==> src/rtl/wb_port_arbiter_pkg.sv <==
// Shared types and defaults for the write-back port arbiter: grant-history
// state encoding, grant selector, and default geometry.
package wb_port_arbiter_pkg;

  localparam int DATA_W_DEFAULT   = 64;
  localparam int REG_W_DEFAULT    = 5;
  localparam int LQ_DEPTH_DEFAULT = 4;
  localparam int ZERO_REG_DEFAULT = 31;

  typedef enum logic {
    ALU_LAST = 1'b0,
    LD_LAST  = 1'b1
  } arb_state_e;

  typedef enum logic [1:0] {
    GNT_NONE = 2'd0,
    GNT_ALU  = 2'd1,
    GNT_LD   = 2'd2
  } grant_e;

endpackage

==> src/rtl/wb_port_arbiter_if.sv <==
// Bundle of ALU, load-return, register-file and queue-status signals.
// WB_SCOREBOARD_EN adds the load-issue inputs and the busy_vec output.
interface wb_port_arbiter_if #(
  parameter int DATA_W   = 64,
  parameter int REG_W    = 5,
  parameter int LQ_DEPTH = 4
);
  localparam int CNT_W = $clog2(LQ_DEPTH) + 1;

  logic              alu_valid;
  logic              alu_ready;
  logic [REG_W-1:0]  alu_reg;
  logic [DATA_W-1:0] alu_data;
  logic              ld_valid;
  logic              ld_ready;
  logic [REG_W-1:0]  ld_reg;
  logic [DATA_W-1:0] ld_data;
  logic              rf_we;
  logic [REG_W-1:0]  rf_waddr;
  logic [DATA_W-1:0] rf_wdata;
  logic [CNT_W-1:0]  lq_count;
`ifdef WB_SCOREBOARD_EN
  logic                    ld_issue_valid;
  logic [REG_W-1:0]        ld_issue_reg;
  logic [(2**REG_W)-1:0]   busy_vec;
`endif

  modport master (
    output alu_valid, alu_reg, alu_data, ld_valid, ld_reg, ld_data,
`ifdef WB_SCOREBOARD_EN
    output ld_issue_valid, ld_issue_reg,
    input  busy_vec,
`endif
    input  alu_ready, ld_ready, rf_we, rf_waddr, rf_wdata, lq_count
  );

  modport slave (
    input  alu_valid, alu_reg, alu_data, ld_valid, ld_reg, ld_data,
`ifdef WB_SCOREBOARD_EN
    input  ld_issue_valid, ld_issue_reg,
    output busy_vec,
`endif
    output alu_ready, ld_ready, rf_we, rf_waddr, rf_wdata, lq_count
  );

endinterface

==> src/rtl/wb_load_fifo.sv <==
// Synchronous FIFO holding returned loads {reg, data} until the write port
// is granted to the load side. Depth must be a power of two.
module wb_load_fifo #(
  parameter int WIDTH = 69,
  parameter int DEPTH = 4,
  localparam int PTR_W = $clog2(DEPTH),
  localparam int CNT_W = PTR_W + 1
) (
  input  logic             i_clk,
  input  logic             i_reset,
  input  logic             i_push,
  input  logic             i_pop,
  input  logic [WIDTH-1:0] i_din,
  output logic [WIDTH-1:0] o_dout,
  output logic             o_full,
  output logic             o_empty,
  output logic [CNT_W-1:0] o_count
);

  logic [WIDTH-1:0] r_mem [DEPTH];
  logic [PTR_W-1:0] r_wr_ptr;
  logic [PTR_W-1:0] r_rd_ptr;
  logic [CNT_W-1:0] r_count;
  logic             w_push;
  logic             w_pop;

  assign o_full  = (r_count == CNT_W'(DEPTH));
  assign o_empty = (r_count == '0);
  assign o_count = r_count;
  assign o_dout  = r_mem[r_rd_ptr];
  assign w_push  = i_push && !o_full;
  assign w_pop   = i_pop && !o_empty;

  // NOTE: sequential state uses <= so every register samples pre-edge values.
  always_ff @(posedge i_clk) begin
    if (i_reset) begin
      r_wr_ptr <= '0;
      r_rd_ptr <= '0;
      r_count  <= '0;
    end else begin
      if (w_push) r_wr_ptr <= r_wr_ptr + PTR_W'(1);
      if (w_pop)  r_rd_ptr <= r_rd_ptr + PTR_W'(1);
      case ({w_push, w_pop})
        2'b10:   r_count <= r_count + CNT_W'(1);
        2'b01:   r_count <= r_count - CNT_W'(1);
        default: r_count <= r_count;
      endcase
    end
  end

  // NOTE: storage is not reset; the count and pointers alone define validity.
  always_ff @(posedge i_clk) begin
    if (w_push) r_mem[r_wr_ptr] <= i_din;
  end

endmodule

==> src/rtl/wb_port_arbiter.sv <==
// Round-robin owner of the single register-file write port (ALU vs queued loads).
// Optional WB_SCOREBOARD_EN adds per-register pending-load tracking (busy_vec).
module wb_port_arbiter
  import wb_port_arbiter_pkg::*;
#(
  parameter int DATA_W   = DATA_W_DEFAULT,
  parameter int REG_W    = REG_W_DEFAULT,
  parameter int LQ_DEPTH = LQ_DEPTH_DEFAULT,
  parameter int ZERO_REG = ZERO_REG_DEFAULT
) (
  input logic              i_clk,
  input logic              i_reset,
  wb_port_arbiter_if.slave i_wb
);

  localparam int ENTRY_W = REG_W + DATA_W;
  localparam int CNT_W   = $clog2(LQ_DEPTH) + 1;
  localparam logic [REG_W-1:0] ZERO_IDX = REG_W'(ZERO_REG);

  logic               w_lq_push;
  logic               w_lq_pop;
  logic               w_lq_full;
  logic               w_lq_empty;
  logic [CNT_W-1:0]   w_lq_count;
  logic [ENTRY_W-1:0] w_lq_din;
  logic [ENTRY_W-1:0] w_lq_dout;

  arb_state_e         r_state;
  arb_state_e         w_state_nxt;
  grant_e             w_grant;
  logic               w_alu_ready;
  logic [REG_W-1:0]   w_win_reg;
  logic [DATA_W-1:0]  w_win_data;

  logic               r_rf_we;
  logic [REG_W-1:0]   r_rf_waddr;
  logic [DATA_W-1:0]  r_rf_wdata;

  assign w_lq_push = i_wb.ld_valid && !w_lq_full;
  assign w_lq_pop  = (w_grant == GNT_LD);
  assign w_lq_din  = {i_wb.ld_reg, i_wb.ld_data};

  wb_load_fifo #(
    .WIDTH (ENTRY_W),
    .DEPTH (LQ_DEPTH)
  ) u_load_fifo (
    .i_clk   (i_clk),
    .i_reset (i_reset),
    .i_push  (w_lq_push),
    .i_pop   (w_lq_pop),
    .i_din   (w_lq_din),
    .o_dout  (w_lq_dout),
    .o_full  (w_lq_full),
    .o_empty (w_lq_empty),
    .o_count (w_lq_count)
  );

  always_ff @(posedge i_clk) begin
    if (i_reset) r_state <= LD_LAST;
    else         r_state <= w_state_nxt;
  end

  // NOTE: every output of this block gets a default first so no latch can form.
  always_comb begin
    w_alu_ready = !(!w_lq_empty && (w_lq_full || r_state == ALU_LAST));
    w_grant     = GNT_NONE;
    w_state_nxt = r_state;
    w_win_reg   = i_wb.alu_reg;
    w_win_data  = i_wb.alu_data;
    if (i_wb.alu_valid && w_alu_ready) begin
      w_grant     = GNT_ALU;
      w_state_nxt = ALU_LAST;
    end else if (!w_lq_empty) begin
      w_grant                 = GNT_LD;
      w_state_nxt             = LD_LAST;
      {w_win_reg, w_win_data} = w_lq_dout;
    end
  end

  // A zero-register winner still consumes its grant; only the enable is dropped.
  always_ff @(posedge i_clk) begin
    if (i_reset) begin
      r_rf_we    <= 1'b0;
      r_rf_waddr <= '0;
      r_rf_wdata <= '0;
    end else begin
      r_rf_we <= (w_grant != GNT_NONE) && (w_win_reg != ZERO_IDX);
      if (w_grant != GNT_NONE) begin
        r_rf_waddr <= w_win_reg;
        r_rf_wdata <= w_win_data;
      end
    end
  end

  assign i_wb.alu_ready = w_alu_ready;
  assign i_wb.ld_ready  = !w_lq_full;
  assign i_wb.rf_we     = r_rf_we;
  assign i_wb.rf_waddr  = r_rf_waddr;
  assign i_wb.rf_wdata  = r_rf_wdata;
  assign i_wb.lq_count  = w_lq_count;

`ifdef WB_SCOREBOARD_EN
  logic                  r_rf_from_ld;
  logic [(2**REG_W)-1:0] r_busy_vec;
  logic [(2**REG_W)-1:0] w_busy_set;
  logic [(2**REG_W)-1:0] w_busy_clr;

  always_ff @(posedge i_clk) begin
    if (i_reset) r_rf_from_ld <= 1'b0;
    else         r_rf_from_ld <= (w_grant == GNT_LD);
  end

  // Clear lands in the commit cycle; a same-cycle reissue set overrides it.
  always_comb begin
    w_busy_set = '0;
    w_busy_clr = '0;
    if (i_wb.ld_issue_valid && (i_wb.ld_issue_reg != ZERO_IDX))
      w_busy_set[i_wb.ld_issue_reg] = 1'b1;
    if (r_rf_we && r_rf_from_ld)
      w_busy_clr[r_rf_waddr] = 1'b1;
  end

  always_ff @(posedge i_clk) begin
    if (i_reset) r_busy_vec <= '0;
    else         r_busy_vec <= (r_busy_vec & ~w_busy_clr) | w_busy_set;
  end

  assign i_wb.busy_vec = r_busy_vec;
`endif

endmodule

==> src/flat_wrapper.sv <==
// flat-port wrapper written by rule: the top's interface ports become plain ports
module wb_port_arbiter_flat import wb_port_arbiter_pkg::*;
#(
  parameter int DATA_W   = DATA_W_DEFAULT,
  parameter int REG_W    = REG_W_DEFAULT,
  parameter int LQ_DEPTH = LQ_DEPTH_DEFAULT,
  parameter int ZERO_REG = ZERO_REG_DEFAULT
)
  (i_clk, i_reset, i_wb_alu_valid, i_wb_alu_reg, i_wb_alu_data, i_wb_ld_valid, i_wb_ld_reg, i_wb_ld_data, i_wb_alu_ready, i_wb_ld_ready, i_wb_rf_we, i_wb_rf_waddr, i_wb_rf_wdata, i_wb_lq_count);
  wb_port_arbiter_if #(.DATA_W(DATA_W), .REG_W(REG_W), .LQ_DEPTH(LQ_DEPTH)) i_wb_i ();
  input logic i_clk;
  input logic i_reset;
  input wire logic [$bits(i_wb_i.alu_valid)-1:0] i_wb_alu_valid;
  input wire logic [$bits(i_wb_i.alu_reg)-1:0] i_wb_alu_reg;
  input wire logic [$bits(i_wb_i.alu_data)-1:0] i_wb_alu_data;
  input wire logic [$bits(i_wb_i.ld_valid)-1:0] i_wb_ld_valid;
  input wire logic [$bits(i_wb_i.ld_reg)-1:0] i_wb_ld_reg;
  input wire logic [$bits(i_wb_i.ld_data)-1:0] i_wb_ld_data;
  output wire logic [$bits(i_wb_i.alu_ready)-1:0] i_wb_alu_ready;
  output wire logic [$bits(i_wb_i.ld_ready)-1:0] i_wb_ld_ready;
  output wire logic [$bits(i_wb_i.rf_we)-1:0] i_wb_rf_we;
  output wire logic [$bits(i_wb_i.rf_waddr)-1:0] i_wb_rf_waddr;
  output wire logic [$bits(i_wb_i.rf_wdata)-1:0] i_wb_rf_wdata;
  output wire logic [$bits(i_wb_i.lq_count)-1:0] i_wb_lq_count;
  assign i_wb_i.alu_valid = i_wb_alu_valid;
  assign i_wb_i.alu_reg = i_wb_alu_reg;
  assign i_wb_i.alu_data = i_wb_alu_data;
  assign i_wb_i.ld_valid = i_wb_ld_valid;
  assign i_wb_i.ld_reg = i_wb_ld_reg;
  assign i_wb_i.ld_data = i_wb_ld_data;
  assign i_wb_alu_ready = i_wb_i.alu_ready;
  assign i_wb_ld_ready = i_wb_i.ld_ready;
  assign i_wb_rf_we = i_wb_i.rf_we;
  assign i_wb_rf_waddr = i_wb_i.rf_waddr;
  assign i_wb_rf_wdata = i_wb_i.rf_wdata;
  assign i_wb_lq_count = i_wb_i.lq_count;
  wb_port_arbiter #(.DATA_W(DATA_W), .REG_W(REG_W), .LQ_DEPTH(LQ_DEPTH), .ZERO_REG(ZERO_REG)) u_core (.i_clk(i_clk), .i_reset(i_reset), .i_wb(i_wb_i));
endmodule
==> config.mk <==
export PLATFORM = sky130hd
export DESIGN_NAME = wb_port_arbiter_flat
export DESIGN_NICKNAME = d
export VERILOG_FILES = /design/src/rtl/wb_port_arbiter_pkg.sv /design/src/rtl/wb_port_arbiter_if.sv /design/src/rtl/wb_load_fifo.sv /design/src/rtl/wb_port_arbiter.sv /design/src/flat_wrapper.sv
export SDC_FILE = /design/constraint.sdc
export NUM_CORES = 1
export LEC_CHECK = 0
export CORE_MARGIN = 2
export CORE_UTILIZATION = 53
export DETAILED_ROUTE_END_ITERATION = 10
export HOLD_SLACK_MARGIN = 0.05
export PLACE_DENSITY_LB_ADDON = 0.25
export SLEW_MARGIN = 10
export SYNTH_ARGS = -nofsm -noshare
export SYNTH_HDL_FRONTEND = slang
export SYNTH_SLANG_ARGS = --single-unit
==> constraint.sdc <==
create_clock -name i_clk -period 3.4 [get_ports i_clk]
set_clock_uncertainty 0.1 [all_clocks]
set_input_delay 0.51 -clock i_clk [delete_from_list [all_inputs] [get_ports i_clk]]
set_output_delay 0.51 -clock i_clk [all_outputs]
set_load 0.02 [all_outputs]
# Word level (Yosys, flattened, before mapping)
# Memory sizes are Yosys's and may differ from the RTL's. A register that Yosys moved wholly into a read port is not among the register bits.
# Cells that the tools add are included.
dict set report totals {
  regBits 78
  ram_bits 276
  word_cells 45
  mem_count 1
}
# memory words width rd rd_ports_with_merged_regs write_ports line
set memory_table {}
lappend memory_table {u_core.u_load_fifo.r_mem 4 69 1 1 1 wb_load_fifo.sv:20} ;# logic [WIDTH-1:0] r_mem [DEPTH];
dict set report op_classes {
  addsub 4
  eq_ne 6
  n_mux 13
  bitwise_logic 1
  n_reduce_logical 13
}
# cell count
set op_table {}
lappend op_table {{$mux W64} 2}
lappend op_table {{$mux W5} 2}
lappend op_table {{$mux W2} 4}
lappend op_table {{$logic_and A1 B1 Y1} 6}
lappend op_table {{$pmux W3 S2} 1}
lappend op_table {{$ne A5 B5 Y1 const B} 1}
lappend op_table {{$add A2 B1 Y2 const B} 2}
lappend op_table {{$eq A2 B2 Y1 const B} 2}
lappend op_table {{$mux W1} 4}
lappend op_table {{$reduce_bool A2 Y1} 2}
lappend op_table {{$add A3 B1 Y3 const B} 1}
lappend op_table {{$eq A3 B3 Y1 const B} 1}
lappend op_table {{$logic_not A1 Y1} 3}
lappend op_table {{$logic_not A3 Y1} 1}
lappend op_table {{$sub A3 B1 Y3 const B} 1}
lappend op_table {{$eq A2 B1 Y1 const B} 1}
lappend op_table {{$ne A2 B2 Y1 const B} 1}
lappend op_table {{$logic_or A1 B1 Y1} 1}
lappend op_table {{$not A1 Y1} 1}

# Longest topological paths before layout
# Gate-level depths: netlist (run 1).
dict set report depth {
  depth_word 10
  mapped_depth 10
}

# By module
# A second synthesis (run 1) with hierarchy kept.
dict set report unflattened {
  cells_unflattened 665
  hier_area_um2 13220.2
}
# module instances cells_each area_per_inst_um2 seq_area_each_um2
set by_module_without_submodules {}
lappend by_module_without_submodules {wb_load_fifo 1 415 10435.0 8468.1}
lappend by_module_without_submodules {wb_port_arbiter 1 250 2785.2 1421.4}

# Worst setup path after synthesis (run 1)
# OpenSTA, ideal clock, no wires.
dict set report synth_timing {
  kind {register to register}
  from {register u_core.u_load_fifo.r_count[0], in the netlist u_core.u_load_fifo.o_count[0]}
  to {memory u_core.u_load_fifo.r_mem[0][0], enable pin}
  setup_time_ps 435
  arrival_ps 2655
  required_time_ps 2865
  path_slack_ps 210
  path_stages_with_launch 5
  n_path_buf 2
  synth_period_minus_slack_ps 3190
  path_cell_list {dfxtp_1 buf_2 or3b_1 buf_2 and3_1}
}
dict set report synth_via {
  elab_chain_cells 6
}
# item line
set synth_lines {}
lappend synth_lines {{start: declaration} wb_load_fifo.sv:23} ;# logic [CNT_W-1:0] r_count;
lappend synth_lines {{start signal: assignment} wb_load_fifo.sv:44} ;# 2'b10: r_count <= r_count + CNT_W'(1);
lappend synth_lines {{start signal: assignment} wb_load_fifo.sv:45} ;# 2'b01: r_count <= r_count - CNT_W'(1);
lappend synth_lines {{start signal: assignment} wb_load_fifo.sv:46} ;# default: r_count <= r_count;
lappend synth_lines {{$eq A3 B3 Y1 *} wb_load_fifo.sv:27} ;# assign o_full = (r_count == CNT_W'(DEPTH));
lappend synth_lines {{$logic_not A1 Y1 *} n/a}
lappend synth_lines {{named net i_wb_ld_ready} flat_wrapper.sv:20} ;# output wire logic [$bits(i_wb_i.ld_ready)-1:0] i_wb_ld_ready;
lappend synth_lines {{$logic_and A1 B1 Y1} wb_port_arbiter.sv:39} ;# assign w_lq_push = i_wb.ld_valid && !w_lq_full;
lappend synth_lines {{$logic_and A1 B1 Y1 *} wb_load_fifo.sv:31} ;# assign w_push = i_push && !o_full;
lappend synth_lines {{$mux W1 *} wb_load_fifo.sv:53} ;# if (w_push) r_mem[r_wr_ptr] <= i_din;
lappend synth_lines {{$mux W1 (not written as such) *} wb_load_fifo.sv:53}
lappend synth_lines {{end: declaration} wb_load_fifo.sv:20}
# Mark *: on every way through the listed nets, which the timed path passes. The rest lies on a longest branch.

# Final worst setup path (run 1)
dict set report layout_timing {
  from {register u_core.u_load_fifo.r_count[2], in the netlist u_core.u_load_fifo.o_count[2]}
  to {output port i_wb_alu_ready}
}
dict set report layout_via {
  elab_chain_cells 4
  elab_cells_between_ends 6
}
# item line
set layout_lines {}
lappend layout_lines {{$eq A3 B3 Y1 / $logic_not A3 Y1 (equally long branches)} {wb_load_fifo.sv:27, wb_load_fifo.sv:28}}
lappend layout_lines {{$logic_or A1 B1 Y1 / $logic_not A1 Y1 (equally long branches)} wb_port_arbiter.sv:65} ;# w_alu_ready = !(!w_lq_empty && (w_lq_full || r_state == ALU_LAST));
lappend layout_lines {{$logic_and A1 B1 Y1 *} wb_port_arbiter.sv:65}
lappend layout_lines {{$logic_not A1 Y1 *} wb_port_arbiter.sv:65}
lappend layout_lines {{end: declaration} flat_wrapper.sv:19} ;# output wire logic [$bits(i_wb_i.alu_ready)-1:0] i_wb_alu_ready;
# Mark *: on every way between the ends. The rest lies on a longest branch, timed or not.

==> out/metrics.yaml, run 1 <==
yosys:
  synth.avg_cell_area_um2: 17.9
  async_reset_ff_frac: 0
  netlist_area_mm2: 0.0133
  ys.flop_type: "edfxtp_1"
  synth_seq_area_share: 0.746
  synthAdderAreaFrac: 0.00623
  synthMuxAreaShare: 0.124
  synth_edf_count: 276
  synth_top_family_by_area: "multiplexers"
  synth-simple-area-share: 0.0309
  ys_ff_latch: 356
  syn_inst: 739
  yosys_warnings: 0
  synth_cell_types: 32
  syn_nets: 887
  synth_compound_area_frac: 0.0683
  synth_xor_xnor_area_share: 0.00330
placed_design:
  dp.cells: 1248
  gp_routability_congestion: 0.743
  detailed_place_hpwl_um: 17300
  post-place-ws_ps: 658
  port-buffer-count: 216
power_and_ir_drop:
  switching_share: 0.293
  powerDensity_mw_per_mm2: 804
  vdd_drop_max_uv: 497
  p_comb_frac: 0.288
  internal_power_mw: 9.67
  power_switching_mw: 4.01
  p_seq_frac: 0.428
  power_leakage_nw: 5.61
  pwr-share-clk: 0.284
  finalPower_mw: 13.7
final_layout:
  nets: 1111
  final_common_cell: "edfxtp_1"
  drive_gt1_frac: 0.153
  fin_cells: 1319
  layout_common_cells: "edfxtp_1, clkdlybuf4s50_1, dfxtp_1"
  fillers: 1583
  fin_util: 0.696
  areaGrowthSynthToFinish_pct: 28.5
  ff_latch_area_mm2: 0.00990
  multiInputGateArea_mm2: 0.00312
floorplanning:
  fp.dieArea_mm2: 0.0263
  core-area_mm2: 0.0245
  start_util: 0.542
  row_count: 57
  io_pins: 217
  fp.dieH_um: 162
  fp.dieW_um: 162
hold_path:
  min_path_cells: 2
  min_path_type: "flop to flop"
setup_path:
  cp-start-kind: "flop"
  cp.arrival_ps: 2220
  worstPathCellList: "or3b_1, o21a_1, clkdlybuf4s50_1"
  critPathKind: "flop to output pin"
  cp_slowest_stage_delay_ps: 550
  path_max_fanout: 9
  cp_data_required_time_ps: 2790
  end_kind: "output pin"
  reg2reg_depth: 8
  cp_slowest_cell: "clkdlybuf4s50_1"
sta:
  slew_headroom: 0.341
  tightest_slew_ps: 985
  min_period_ps: 2830
  rsz0062_at_grt: "no"
  period_share: 0.832
  fmaxAchievable_mhz: 354
  slew_viol_final: 0
  setup_tns_ps: 0
  hold_viol: 0
  setup_viol: 0
  setup_ws_ps: 572
detailed_routing:
  viasPerCell: 5.68
  drtIter0Drc: 585
  wl_um: 27300
  route.detailed.drc: 0
  drtAntennaViolNets: 0
  wl_per_cell_um: 20.7
  firstDrtPassIters: 5
  vias: 7491
run:
  cap_viol_max_count: 0
global_routing:
  antenna_found_initial: 4
  track_usage: 0.210
  grt_pass1_vias: 7471
  grt.overflow.total: 0
  grt_max_degree: 69
  grt_pass1_wl_um: 42000
clocking:
  ctsHtreeMaxLevel: 2
  worstSkewPairLatency_ps: 510
  cts_hold_buffers: 0
  post_cts_buffers: 0
  cts_tree: "yes"
  numCtsBuffers: 37
  clock_tree.buffer_depth: 3
  cts_root_buffer: "clkbuf_16"
  clkSlewWorstSetupHoldPaths_ps: 60
  ctsResizeCount: 0
  cts_sinks: 356
outcome:
  status: "finished, final reports clean"
==> sequential cells by signal, summed over array words and instances (netlist names), named ones only <==
name,flops
u_core.u_load_fifo.r_mem,276
u_core.i_wb.rf_wdata,64
u_core.i_wb.rf_waddr,5
u_core.u_load_fifo.o_count,3
u_core.u_load_fifo.r_rd_ptr,2
u_core.u_load_fifo.r_wr_ptr,2
u_core.i_wb.rf_we,1
u_core.r_state,1
==> cell families (layout without fill, tap and decap cells) <==
logic type | Yosys count | after routing
flip-flops | 356 | 356
AO/OA/AOI/OAI | 140 | 140
AND/OR/NAND/NOR | 99 | 99
multiplexers | 78 | 78
buffers and inverters | 55 | 307
adder cells (fa/ha/maj) | 6 | 6
XOR/XNOR | 5 | 5
other | 0 | 4
==> layout make-up <==
cell class,instances,share of cell area
antenna,4,0.000588
clock buffer,56,0.0633
clock inverter,11,0.00654
inverter,6,0.00132
multi-input combinational,328,0.183
sequential,356,0.581
tap,324,0.0238
timing repair buffer,234,0.140
==> critical path: cells and delay by family, from the launching register on <==
kind	cells	cell delay [ps]
compound gates	1	210
simple gates	1	520
flops	1	450
buf+inv	1	550
==> power groups by stage <==
stage / logic (mW) / registers [mW] / clock network [mW]
after floorplan: 2.21 / 6.16 / 0
after global placement: 3.92 / 5.93 / 0
after detailed placement: 3.98 / 5.96 / 0
after CTS: 3.99 / 5.88 / 3.96
after global routing: 4.23 / 5.95 / 4.16
final: 3.94 / 5.86 / 3.88
==> metrics by stage <==
stage	hold WS (ps)	cell area [um^2]
after floorplan	369	13300
after global routing	363	17000
final	348	17000
after detailed placement	343	15800
after global placement	338	15800
after CTS	351	17000
==> path summary, 6_finish.rpt <==
kind / startpoint / endpoint / slack (ps)
worst min register to register: u_core.i_wb.rf_wdata[14] / u_core.i_wb.rf_wdata[14] / 350
worst max register to register: u_core.u_load_fifo.o_count[2] / u_core.u_load_fifo.o_count[2] / 840
worst min-delay path: u_core.i_wb.rf_wdata[14] / u_core.i_wb.rf_wdata[14] / 350
worst max-delay path: u_core.u_load_fifo.o_count[2] / i_wb_alu_ready / 570
==> routing by layer <==
layer  global-route usage  routed length [um]  up-vias
li1                     -                   -     3405
met1                0.290               11300     3771
met2                0.343               13500      270
met3               0.0455                1910       45
met4               0.0599                 638        0
met5                    0                   0        -
==> cells in the mapped netlist, types with 6 or more instances <==
cell type    n  area, um^2
inv_1        6        22.5
nand3_1      7        35.0
nor2_1      22        82.6
nand2_1     59         221
a22oi_1     58         435
edfxtp_1   276        8290
mux2i_1      8        80.1
a211oi_1     8        60.1
buf_2       21         105
clkbuf_1    19        71.3
dfxtp_1     80        1600
mux4_2      69        1550
a21oi_1     59         295
buf_6        6        67.6
Power figures use the tool's default switching activity.
==> run 2, diff against run 1 <==
==> constraint.sdc (replaced) <==
create_clock -name i_clk -period 2.8 [get_ports i_clk]
set_clock_uncertainty 0.1 [all_clocks]
set_input_delay 0.42 -clock i_clk [delete_from_list [all_inputs] [get_ports i_clk]]
set_output_delay 0.42 -clock i_clk [all_outputs]
set_load 0.02 [all_outputs]
==> run 2 against run 1 <==
Net effect:
- final area is 0.37% higher
- combinational power up 25%
- worst hold slack got worse by 39 ps
- non-clock buffer count is 4 higher
- power up 22%
- global-route usage down 0.20 points
- final cell count increased by 0.30%
- highest routed layer unchanged
==> out/metrics.yaml, run 2 (synthesis gave the netlist of run 1 again) <==
setup_path:
  worstPathCellList: "or3b_1, buf_4, clkdlybuf4s50_1"
  cp_num_buf_inv: 2
  cp_slowest_stage_delay_ps: 560
  path_max_fanout: 10
  cp_top_family: "buffers and inverters"
  cp-start-kind: "flop"
  cp_data_required_time_ps: 2280
  critPathKind: "flop to output pin"
  cp_slowest_cell: "clkdlybuf4s50_1"
  r2r_slack_ps: 380
  cp.arrival_ps: 2080
  end_kind: "output pin"
clocking:
  cts_root_buffer: "clkbuf_16"
  clock_tree.buffer_depth: 3
  cts_tree: "yes"
  worstSkewPairLatency_ps: 510
  cts_sinks: 356
  post_cts_buffers: 0
  numCtsBuffers: 38
  clkSlewWorstSetupHoldPaths_ps: 60
  ctsHtreeMaxLevel: 2
final_layout:
  final_area_mm2: 0.0171
  areaGrowthSynthToFinish_pct: 28.9
  fillers: 1601
  nets: 1116
  drive_gt1_frac: 0.159
  ff_latch_area_mm2: 0.00990
  top_register: "u_core.u_load_fifo.r_mem"
  multiInputGateArea_mm2: 0.00312
  largest_reg_flops: 276
  fin_cells: 1323
  layout_common_cells: "edfxtp_1, clkdlybuf4s50_1, dfxtp_1"
  final_common_cell: "edfxtp_1"
placed_design:
  postPlaceCellArea_mm2: 0.0159
  detailed_place_hpwl_um: 17100
  gp_routability_congestion: 0.769
  dp.cells: 1252
  port-buffer-count: 216
floorplanning:
  core-area_mm2: 0.0245
  start_util: 0.542
  fp.dieArea_mm2: 0.0263
  io_pins: 217
  fp.dieH_um: 162
  row_count: 57
  fp.dieW_um: 162
global_routing:
  grt_use_met1: 0.279
  met3_usage: 0.0429
  track_usage: 0.208
  antenna_found_initial: 2
  grt_pass1_vias: 7479
  grt_use_met2: 0.353
  top_usage_layer: "met2"
  grt_max_degree: 70
  grt.overflow.total: 0
  grt_pass1_wl_um: 41800
detailed_routing:
  wl_per_cell_um: 20.9
  firstDrtPassIters: 5
  drtIter0Drc: 519
  drtAntennaViolNets: 0
  wl_um: 27600
  viasPerCell: 5.62
  route.detailed.drc: 0
  vias: 7436
sta:
  hold_ws_ps: 309
  setup_tns_ps: 0
  setup_viol: 0
  period_share: 0.929
  min_period_ps: 2600
  tightest_slew_ps: 629
  slew_headroom: 0.580
  rsz0062_at_grt: "no"
  hold_viol: 0
  slew_viol_final: 0
  fmaxAchievable_mhz: 384
power_and_ir_drop:
  vdd_drop_max_uv: 668
  finalPower_mw: 16.7
  powerDensity_mw_per_mm2: 978
  power_leakage_nw: 5.64
run:
  cap_viol_max_count: 0
outcome:
  status: "finished, final reports clean"
hold_path:
  min_path_type: "primary input to flop"
run 2: final timing paths:
path                                               startpoint                             to  cells past startpoint
worst max-delay path            u_core.u_load_fifo.o_count[0]                  i_wb_ld_ready                      3
worst min-delay path                                  i_reset  u_core.u_load_fifo.o_count[1]                      2
worst max register to register  u_core.u_load_fifo.o_count[0]  u_core.u_load_fifo.o_count[2]                      8
worst min register to register       u_core.i_wb.rf_wdata[32]       u_core.i_wb.rf_wdata[32]                      2
run 2: final cells by class:
class | count | area share
sequential | 356 | 0.579
clock buffer | 51 | 0.0634
clock inverter | 19 | 0.00688
tap | 324 | 0.0237
timing repair buffer | 238 | 0.143
multi-input combinational | 328 | 0.183
inverter | 6 | 0.00132
antenna | 1 | 0.000146
run 2: repair_timing:
item / 4_1_cts / 5_1_grt
hold buffers: 0 / 0
setup endpoints to repair: 0 / 1
resized for setup: 0 / 2
run 2: through the flow:
stage	utilization	setup slack, ps
after floorplan	-	169
after detailed placement	0.649	136
after global routing	0.699	118
after CTS	0.698	5.76
after global placement	0.649	187
final	0.699	198
run 2: power breakdown:
group / internal [mW] / total, mW / switching, mW
combinational: 2.34 / 4.92 / 2.58
clock: 2.81 / 4.75 / 1.94
sequential: 6.61 / 7.04 / 0.426
total: 11.8 / 16.7 / 4.94
run 2: routing by layer:
metal / wire, um / vias to the layer above
li1: - / 3407
met1: 11500 / 3747
met2: 13900 / 248
met3: 1730 / 34
met4: 476 / 0
met5: 0 / -
